==> src/rtl/tree_cmp_pkg.sv <==
// Shared types and elaboration-time helpers for the arg-min/arg-max class tree.
package tree_cmp_pkg;

  typedef enum logic {MODE_MIN, MODE_MAX} cmp_mode_t;

  // A tree over n leaves has ceil(log2(n)) levels, and a single class has none.
  function automatic int f_levels(input int n);
    return (n <= 1) ? 0 : $clog2(n);
  endfunction

  function automatic int f_latency(input int n, input int reg_every);
    int lat;
    lat = (f_levels(n) + reg_every - 1) / reg_every;
    return (lat < 1) ? 1 : lat;
  endfunction

  function automatic int f_class_w(input int n);
    return (n <= 1) ? 1 : $clog2(n);
  endfunction

  // Number of operands entering tree level l.
  function automatic int f_count(input int n, input int l);
    int c;
    c = n;
    for (int i = 0; i < l; i++) c = (c + 1) / 2;
    return c;
  endfunction

endpackage

==> src/rtl/argext_node.sv <==
// One compare/select node: picks the left or right (value, index, tie) tuple.
module argext_node
  import tree_cmp_pkg::*;
#(
  parameter int WIDTH_DATA = 8,
  parameter int CLASS_W    = 3,
  parameter int SIGNED     = 0
) (
  input  cmp_mode_t              i_mode,
  input  logic [WIDTH_DATA-1:0]  i_vl,
  input  logic [CLASS_W-1:0]     i_il,
  input  logic                   i_tl,
  input  logic [WIDTH_DATA-1:0]  i_vr,
  input  logic [CLASS_W-1:0]     i_ir,
  input  logic                   i_tr,
  output logic [WIDTH_DATA-1:0]  o_v,
  output logic [CLASS_W-1:0]     o_i,
  output logic                   o_t
);

  logic w_lt;
  logic w_eq;
  logic w_left;

  assign w_lt = (SIGNED != 0) ? ($signed(i_vl) < $signed(i_vr)) : (i_vl < i_vr);
  assign w_eq = (i_vl == i_vr);

  // Left always carries the lower index, so equality resolves to the left.
  assign w_left = (i_mode == MODE_MAX) ? ~w_lt : (w_lt | w_eq);

  assign o_v = w_left ? i_vl : i_vr;
  assign o_i = w_left ? i_il : i_ir;
  assign o_t = w_eq | (w_left ? i_tl : i_tr);

endmodule

==> src/rtl/argext_tree_pipe.sv <==
// Streaming, pipelined arg-min/arg-max over AMOUNT_CLASS scores with a tie flag.
// Handshake: a beat moves when valid & ready are both high at a rising edge; out_* hold while out_valid & ~out_ready.
module argext_tree_pipe
  import tree_cmp_pkg::*;
#(
  parameter int WIDTH_DATA   = 8,
  parameter int AMOUNT_CLASS = 5,
  parameter int REG_EVERY    = 1,
  parameter int SIGNED       = 0
) (
  input  logic                                     clk,
  input  logic                                     rst_n,
  input  logic                                     in_valid,
  output logic                                     in_ready,
  input  logic                                     in_mode,
  input  logic [AMOUNT_CLASS-1:0][WIDTH_DATA-1:0]  in_data,
  output logic                                     out_valid,
  input  logic                                     out_ready,
  output logic [f_class_w(AMOUNT_CLASS)-1:0]       out_class,
  output logic [WIDTH_DATA-1:0]                    out_data,
  output logic                                     out_tie
);

  localparam int CLASS_W = f_class_w(AMOUNT_CLASS);
  localparam int LEVELS  = f_levels(AMOUNT_CLASS);

  typedef logic [WIDTH_DATA-1:0] val_t;
  typedef logic [CLASS_W-1:0]    idx_t;

  // Level l operands; index LEVELS is what the output register captures.
  val_t      w_val  [LEVELS+1][AMOUNT_CLASS];
  idx_t      w_idx  [LEVELS+1][AMOUNT_CLASS];
  logic      w_tie  [LEVELS+1][AMOUNT_CLASS];
  cmp_mode_t w_mode [LEVELS+1];
  logic      w_vld  [LEVELS+1];
  logic      w_adv;

  logic      r_out_valid;
  idx_t      r_out_class;
  val_t      r_out_data;
  logic      r_out_tie;

  assign w_adv    = out_ready | ~r_out_valid;
  assign in_ready = w_adv & rst_n;

  assign w_mode[0] = cmp_mode_t'(in_mode);
  assign w_vld[0]  = in_valid & in_ready;

  for (genvar k = 0; k < AMOUNT_CLASS; k++) begin : g_leaf
    assign w_val[0][k] = in_data[k];
    assign w_idx[0][k] = CLASS_W'(k);
    assign w_tie[0][k] = 1'b0;
  end

  for (genvar l = 0; l < LEVELS; l++) begin : g_lvl
    localparam int CNT = f_count(AMOUNT_CLASS, l);
    val_t c_val [AMOUNT_CLASS];
    idx_t c_idx [AMOUNT_CLASS];
    logic c_tie [AMOUNT_CLASS];

    for (genvar k = 0; k < AMOUNT_CLASS; k++) begin : g_slot
      if (k < CNT / 2) begin : g_node
        argext_node #(
          .WIDTH_DATA (WIDTH_DATA),
          .CLASS_W    (CLASS_W),
          .SIGNED     (SIGNED)
        ) u_node (
          .i_mode (w_mode[l]),
          .i_vl   (w_val[l][2*k]),
          .i_il   (w_idx[l][2*k]),
          .i_tl   (w_tie[l][2*k]),
          .i_vr   (w_val[l][2*k+1]),
          .i_ir   (w_idx[l][2*k+1]),
          .i_tr   (w_tie[l][2*k+1]),
          .o_v    (c_val[k]),
          .o_i    (c_idx[k]),
          .o_t    (c_tie[k])
        );
      end else if ((k == CNT / 2) && (CNT % 2 == 1)) begin : g_pass
        assign c_val[k] = w_val[l][2*k];
        assign c_idx[k] = w_idx[l][2*k];
        assign c_tie[k] = w_tie[l][2*k];
      end else begin : g_idle
        assign c_val[k] = '0;
        assign c_idx[k] = '0;
        assign c_tie[k] = 1'b0;
      end
    end

    // The last level always lands in the output register, never a mid stage.
    if ((l % REG_EVERY == REG_EVERY - 1) && (l < LEVELS - 1)) begin : g_reg
      val_t      r_val [AMOUNT_CLASS];
      idx_t      r_idx [AMOUNT_CLASS];
      logic      r_tie [AMOUNT_CLASS];
      cmp_mode_t r_mode;
      logic      r_vld;

      always_ff @(posedge clk) begin
        if (!rst_n) begin
          r_vld <= 1'b0;
        end else if (w_adv) begin
          r_vld  <= w_vld[l];
          r_mode <= w_mode[l];
          r_val  <= c_val;
          r_idx  <= c_idx;
          r_tie  <= c_tie;
        end
      end

      assign w_vld[l+1]  = r_vld;
      assign w_mode[l+1] = r_mode;
      for (genvar k = 0; k < AMOUNT_CLASS; k++) begin : g_fwd
        assign w_val[l+1][k] = r_val[k];
        assign w_idx[l+1][k] = r_idx[k];
        assign w_tie[l+1][k] = r_tie[k];
      end
    end else begin : g_cmb
      assign w_vld[l+1]  = w_vld[l];
      assign w_mode[l+1] = w_mode[l];
      for (genvar k = 0; k < AMOUNT_CLASS; k++) begin : g_fwd
        assign w_val[l+1][k] = c_val[k];
        assign w_idx[l+1][k] = c_idx[k];
        assign w_tie[l+1][k] = c_tie[k];
      end
    end
  end

  always_ff @(posedge clk) begin
    if (!rst_n) begin
      r_out_valid <= 1'b0;
      r_out_class <= '0;
      r_out_data  <= '0;
      r_out_tie   <= 1'b0;
    end else if (w_adv) begin
      r_out_valid <= w_vld[LEVELS];
      if (w_vld[LEVELS]) begin
        r_out_class <= w_idx[LEVELS][0];
        r_out_data  <= w_val[LEVELS][0];
        r_out_tie   <= w_tie[LEVELS][0];
      end
    end
  end

  assign out_valid = r_out_valid;
  assign out_class = r_out_class;
  assign out_data  = r_out_data;
  assign out_tie   = r_out_tie;

endmodule

==> config.mk <==
export PLATFORM = sky130hd
export DESIGN_NAME = argext_tree_pipe
export DESIGN_NICKNAME = d
export VERILOG_FILES = /design/src/rtl/tree_cmp_pkg.sv /design/src/rtl/argext_node.sv /design/src/rtl/argext_tree_pipe.sv
export SDC_FILE = /design/constraint.sdc
export NUM_CORES = 1
export LEC_CHECK = 0
export CORE_ASPECT_RATIO = 1.75
export CORE_UTILIZATION = 30
export CTS_BUF_LIST = sky130_fd_sc_hd__clkbuf_8
export DETAILED_ROUTE_END_ITERATION = 8
export MAX_ROUTING_LAYER = met4
export PLACE_DENSITY = 0.47
export SLEW_MARGIN = 20
export SYNTH_ARGS = -nofsm -noshare
export SYNTH_HDL_FRONTEND = slang
export SYNTH_SLANG_ARGS = --single-unit
export TNS_END_PERCENT = 100
==> constraint.sdc <==
create_clock -name clk -period 4.65 [get_ports clk]
set_input_delay 1.395 -clock clk [delete_from_list [all_inputs] [get_ports clk]]
set_output_delay 1.395 -clock clk [all_outputs]
set_load 0.02 [all_outputs]
# --- Word-level counts from Yosys, hierarchy flattened ---
# Index checks and enable logic that the tools add are counted.
op_classes:
  n_lt_le_gt_ge: 4
  n_eq_ne: 4
  mux: 14
  n_bitwise: 14
  reduce_logical: 2
op_table:
  columns: ["operator", "count"]
  rows:
  - ["8-bit equality test", 4]
  - ["8-bit less-than comparator", 4]
  - ["8-bit 2-to-1 mux", 4]
  - ["1-bit 2-to-1 mux", 8]
  - ["1-bit OR", 7]
  - ["3-bit 2-to-1 mux", 2]
  - ["1-bit inverter", 5]
  - ["2-bit AND reduction", 2]
  - ["1-bit bitwise AND", 2]
totals:
  ff_bits: 69
  out_inout_bits: 14

# --- Depth between registers and ports, before layout ---
# Gate-level depths: netlist (run 1).
depth:
  word_depth: 5
  mapped_depth: 9
  ltp_nobuf: 8

# --- By module ---
# Synthesis (run 1) repeated with hierarchy kept, for this count alone.
unflattened:
  hier_cells: 307
  hier_area_um2: 3967.6
modules_own_cells:
  columns: ["mod", "n_inst", "cells_per_inst", "area_per_inst_um2", "seq_area_each_um2"]
  rows:
  - ["argext_tree_pipe", 1, 123, 2265.9, 1921.8]
  - ["argext_node", 4, 46, 425.4, 0.0]

# --- Worst setup path after synthesis (run 1) ---
# Ideal clock, no wire load.
synth_timing:
  kind: "input to output"
  startpoint: "input port out_ready"
  endpoint: "output port in_ready"
  arrival_time_ns: 3.032
  required_ns: 3.255
  setup_slack_ns: 0.223
  path_stages: 3
  n_path_buf: 1
  path_cell_list: "nand2b_1 > clkbuf_1 > and2_1"
synth_via:
  elab_chain_cells: 2
synth_lines:
  columns: ["item", "line", "source"]
  rows:
  - ["start: declaration", "argext_tree_pipe.sv:18", "input logic out_ready,"]
  - ["1-bit OR", "argext_tree_pipe.sv:43", "assign w_adv = out_ready | ~r_out_valid;"]
  - ["1-bit bitwise AND", "argext_tree_pipe.sv:44", "assign in_ready = w_adv & rst_n;"]
  - ["end: declaration", "argext_tree_pipe.sv:14", "output logic in_ready,"]
# Every way passes these cells.

# --- Worst setup path in the final report (run 1) ---
# Same ends and word-level chain as after synthesis.

==> impl_metrics.toml, run 1 <==
[routing]
wl_met3_um = 248
viasPerCell = 4.75
top_layer = "met4"
ant_nets = 0
drt-met1-wl_mm = 2.27
drc_errors = 0
first_pass_iters = 4
vias = 2258
drt_wl_total_mm = 6.72
wl_met2_mm = 3.98
wire_per_inst_um = 14.1
drt_iter0_drc = 47

[clock_tree]
cts_max_path_buffers = 2
root_buffer = "clkbuf_8"
cts_tree = "yes"
clkTransAtPathRegs_ns = 0.07
cts_hold_buffers = 0
cts_setup_buffers = 0
numClockSinks = 64
clkLatencyLatePin_ns = 0.34
htree_levels = 3
numCtsBuffers = 9
post_cts_resized = 0

[logic_synthesis]
synth_top_cells_by_count = "49 x edfxtp_1, 36 x inv_1, 32 x ha_1"
yosys_warnings = 0
synth_edf_count = 49
ys_ff_latch = 64
ys_top_cells_by_area = "edfxtp_1 44%, ha_1 12%, mux2_2 9.2%"
synth_top_area_share = 0.444
synth_cell_types = 33
syn_inst = 277
yosysTopAreaCell = "edfxtp_1"
avgSynthCellArea_um2 = 12.0
synth_seq_area_share = 0.534
async_reset_ff_frac = 0
yosysMostFrequentCell = "edfxtp_1"
synth_ff_type = "edfxtp_1"
syn_nets = 354
synth_area_um2 = 3320

[sta]
slew_violations = 0
fmax_ghz = 0.231
finalSetupViolCount = 0
hold_viol_final = 0
period_share = 0.929
clock_skew_ns = 0.00966
setup_tns_ns = 0
period_needed_ns = 4.32
relSlewSlack = 0.399
tightestPinTransition_ns = 0.897
rsz0062_at_grt = "no"

[layout]
instances_no_fill = 475
nNetsFinal = 417
drive_above_1_share = 0.139
final_area_um2 = 4190
antenna_cells = 0
syn_to_final_growth_pct = 26.4

[pwr]
leakage_nw = 1.66
irDropWorstVdd_uv = 126
power_density_nw_per_um2 = 319

[die]
fp.dieW_um = 81.5
dieArea_um2 = 11500
initial_core_util = 0.310
ios = 59
die_h_um = 141
num_rows = 50
core_um2 = 10700

[global_routing]
grt_first_pass_wirelength_mm = 10.7
grt_pass1_vias = 2393
grtUsageTotal = 0.133
grt_overflow = 0
antenna_found_initial = 0
grt_max_degree = 50

[placement]
dp_hpwl_mm = 5.26
placed_area_um2 = 4040
globalplace.congestion = 0.803
placedCellCount = 459
numPortBuffers = 58

[worst_setup_path]
required_ns = 3.25
cp_max_fo = 7
worstPathArrival_ns = 2.93
crit_path_end_kind = "output pin"
crit_type = "in2out"
critPathLaunchType = "input port"

[min_path]
min_path_type = "reg2reg"

[run_status]
status = "finished clean"

[run]
drv_cap = 0
-- power breakdown --
part           total (W)  switching [W]  internal (W)
Clock           0.000390       0.000206      0.000184
Sequential      0.000689      0.0000200      0.000669
Combinational   0.000259       0.000126      0.000133
Total            0.00134       0.000353      0.000986
-- path summary, 6_finish.rpt --
kind                                          startpoint                       end  slack (ns)  cells after the start
worst max-delay path                           out_ready                  in_ready        0.33                      4
worst min-delay path            g_lvl[0].g_reg.r_val[23]  g_lvl[1].g_reg.r_val[31]        0.42                      0
worst min register to register  g_lvl[0].g_reg.r_val[23]  g_lvl[1].g_reg.r_val[31]        0.42                      0
worst max register to register  g_lvl[0].g_reg.r_val[33]  g_lvl[1].g_reg.r_val[39]        1.93                      7
-- flip-flops by register name, indices dropped and copies added (netlist names) --
name                flops
out_class               3
out_data                8
g_lvl.g_reg.r_vld       2
g_lvl.g_reg.r_tie       3
out_valid               1
out_tie                 1
g_lvl.g_reg.r_idx       4
g_lvl.g_reg.r_mode      2
g_lvl.g_reg.r_val      40
-- critical path: stages --
cell,delay [ns]
clkdlybuf4s50_1,0.45
nand2b_1,0.22
and2_2,0.23
clkdlybuf4s50_1,0.62
-- cell type report --
class                           count  area, um^2
Clock inverter                      7        31.3
Tap cell                          130         163
Multi-Input combinational cell    169        1370
Inverter                           36         135
Timing Repair Buffer               60         596
Fill cell                        1059        6500
Clock buffer                        9         124
Sequential cell                    64        1770
-- layout by cell type (no fill, tap or decap), types with 10 or more instances in the layout --
cell type / synthesis / final
clkdlybuf4s50_1: 0 / 58
dfxtp_1: 15 / 15
ha_1: 32 / 32
a21oi_1: 21 / 21
nand4_1: 10 / 10
o21ai_0: 18 / 18
inv_1: 36 / 37
mux2_2: 27 / 27
nor2_1: 14 / 14
edfxtp_1: 49 / 49
-- kinds of logic (layout without fill, tap and decap cells) --
logic type / after synthesis / after routing / synth area share
AO/OA/AOI/OAI: 63 / 63 / 0.120
XOR/XNOR: 1 / 1 / 0.00264
adder cells (fa/ha/maj): 32 / 32 / 0.121
buffers and inverters: 44 / 112 / 0.0521
flip-flops: 64 / 64 / 0.534
multiplexers: 30 / 30 / 0.104
AND/OR/NAND/NOR: 43 / 43 / 0.0664
-- routing by layer --
layer,GRT usage,up-vias
li1,-,1139
met1,0.109,1052
met2,0.254,53
met3,0.0272,14
met4,0.0808,0
met5,-,-
-- through the flow --
step	util	total power (W)	worst slack [ns]	hold WS, ns
2_1_floorplan	-	0.000865	0.223	0.400
3_3_place_gp	0.378	0.000963	0.308	0.401
3_5_place_dp	0.378	0.000965	0.314	0.405
5_1_grt	0.392	0.00141	0.240	0.423
4_1_cts	0.392	0.00136	0.299	0.416
6_report	0.392	0.00134	0.329	0.419
Power figures use the tool's default switching activity.
==> inputs of run 2 (changes only) <==
==> constraint.sdc (replaced) <==
create_clock -name clk -period 4.6 [get_ports clk]
set_input_delay 0.92 -clock clk [delete_from_list [all_inputs] [get_ports clk]]
set_output_delay 0.92 -clock clk [all_outputs]
set_load 0.02 [all_outputs]
==> impl_metrics.toml, run 2 (synthesis gave the netlist of run 1 again) <==
[layout]
final_area_um2 = 4210
max_flop_register = "g_lvl.g_reg.r_val"
multi_input_area_um2 = 1370
drive_above_1_share = 0.140
layout.cells.most_common = "clkdlybuf4s50_1"
instances_no_fill = 474
num-fill-cells = 1078
seq_area_um2 = 1770
nNetsFinal = 416
layout_common_cells = "58 x clkdlybuf4s50_1, 49 x edfxtp_1, 37 x inv_1, 32 x ha_1, 27 x mux2_2"
syn_to_final_growth_pct = 26.8
largest_reg_flops = 40
antenna_cells = 0

[clock_tree]
cts_tree = "yes"
post_cts_resized = 0
numCtsBuffers = 9
htree_levels = 3
clkLatencyLatePin_ns = 0.35
cts_max_path_buffers = 2
root_buffer = "clkbuf_8"
clkTransAtPathRegs_ns = 0.07
numClockSinks = 64
cts_hold_buffers = 0
cts_setup_buffers = 0

[worst_setup_path]
cp_max_fo = 16
crit_path_end_kind = "output pin"
critPathLaunchType = "input port"
worstPathArrival_ns = 2.54
crit_type = "in2out"
reg2reg_slack_ns = 1.88
required_ns = 3.68

[die]
dieArea_um2 = 11500
fp.dieW_um = 81.5
die_h_um = 141
core_um2 = 10700
ios = 59
initial_core_util = 0.310
num_rows = 50

[sta]
hold_viol_final = 0
slew_violations = 0
period_needed_ns = 3.46
period_share = 0.753
rsz0062_at_grt = "no"
fmax_ghz = 0.289
clock_skew_ns = 0.00767
relSlewSlack = 0.346
finalSetupViolCount = 0
tightestPinTransition_ns = 0.975
setup_tns_ns = 0

[global_routing]
grt_overflow = 0
grt_first_pass_wirelength_mm = 11.2
grt_max_degree = 50
grtUsageTotal = 0.140
antenna_found_initial = 0
grt_pass1_vias = 2433

[routing]
drt_wl_total_mm = 6.86
ant_nets = 0
drt_iter0_drc = 54
vias = 2231
viasPerCell = 4.71
first_pass_iters = 3
drc_errors = 0
wire_per_inst_um = 14.5

[placement]
placedCellCount = 458
placed_area_um2 = 4030
dp_hpwl_mm = 5.38
numPortBuffers = 58
globalplace.congestion = 0.755

[pwr]
power_density_nw_per_um2 = 331
power.switching_w = 0.000376
switching_share = 0.270
irDropWorstVdd_uv = 130
power_frac_seq = 0.500
p_comb_frac = 0.189
leakage_nw = 1.65
p_clk_frac = 0.311
p_int_w = 0.00102

[min_path]
min_path_type = "reg2reg"

[run]
drv_cap = 0

[run_status]
status = "finished clean"
run 2: area by class of cell:
type	count	area share
Clock buffer	10	0.0327
Multi-Input combinational cell	169	0.327
Timing Repair Buffer	59	0.140
Tap cell	130	0.0387
Sequential cell	64	0.421
Clock inverter	6	0.00892
Inverter	36	0.0321
run 2: through the flow:
step	setup WS [ns]	hold slack (ns)	power, W	utilization
6_report	1.14	0.416	0.00139	0.393
5_1_grt	1.03	0.438	0.00147	0.393
4_1_cts	1.10	0.425	0.00142	0.393
3_5_place_dp	0.834	0.407	0.000977	0.377
3_3_place_gp	0.930	0.400	0.000974	0.377
2_1_floorplan	1.12	0.400	0.000875	-
run 2: per-layer routing:
metal | track usage | routed length (um)
met3 | 0.0362 | 246
met1 | 0.120 | 2330
met2 | 0.257 | 4020
met4 | 0.0865 | 252
met5 | - | 0
run 2: path summary, 6_finish.rpt:
| kind | depth (start not counted) | to | from |
|---|---|---|---|
| worst min register to register | 0 | g_lvl[1].g_reg.r_val[31] | g_lvl[0].g_reg.r_val[23] |
| worst min-delay path | 0 | g_lvl[1].g_reg.r_val[31] | g_lvl[0].g_reg.r_val[23] |
| worst max-delay path | 3 | in_ready | rst_n |
| worst max register to register | 7 | g_lvl[1].g_reg.r_val[32] | g_lvl[0].g_reg.r_val[33] |
run 2: power by group through the flow:
stage                     logic [W]  registers, W  clock network, W
final                      0.000263      0.000695          0.000433
after global routing       0.000295      0.000701          0.000475
after CTS                  0.000270      0.000696          0.000450
after detailed placement   0.000268      0.000709                 0
after global placement     0.000265      0.000709                 0
after floorplan            0.000165      0.000710                 0
run 2: worst max-delay path, cell delays in order:
cell and delay [ns]:
clkdlybuf4s50_1 0.74, and2_2 0.26, clkdlybuf4s50_1 0.62
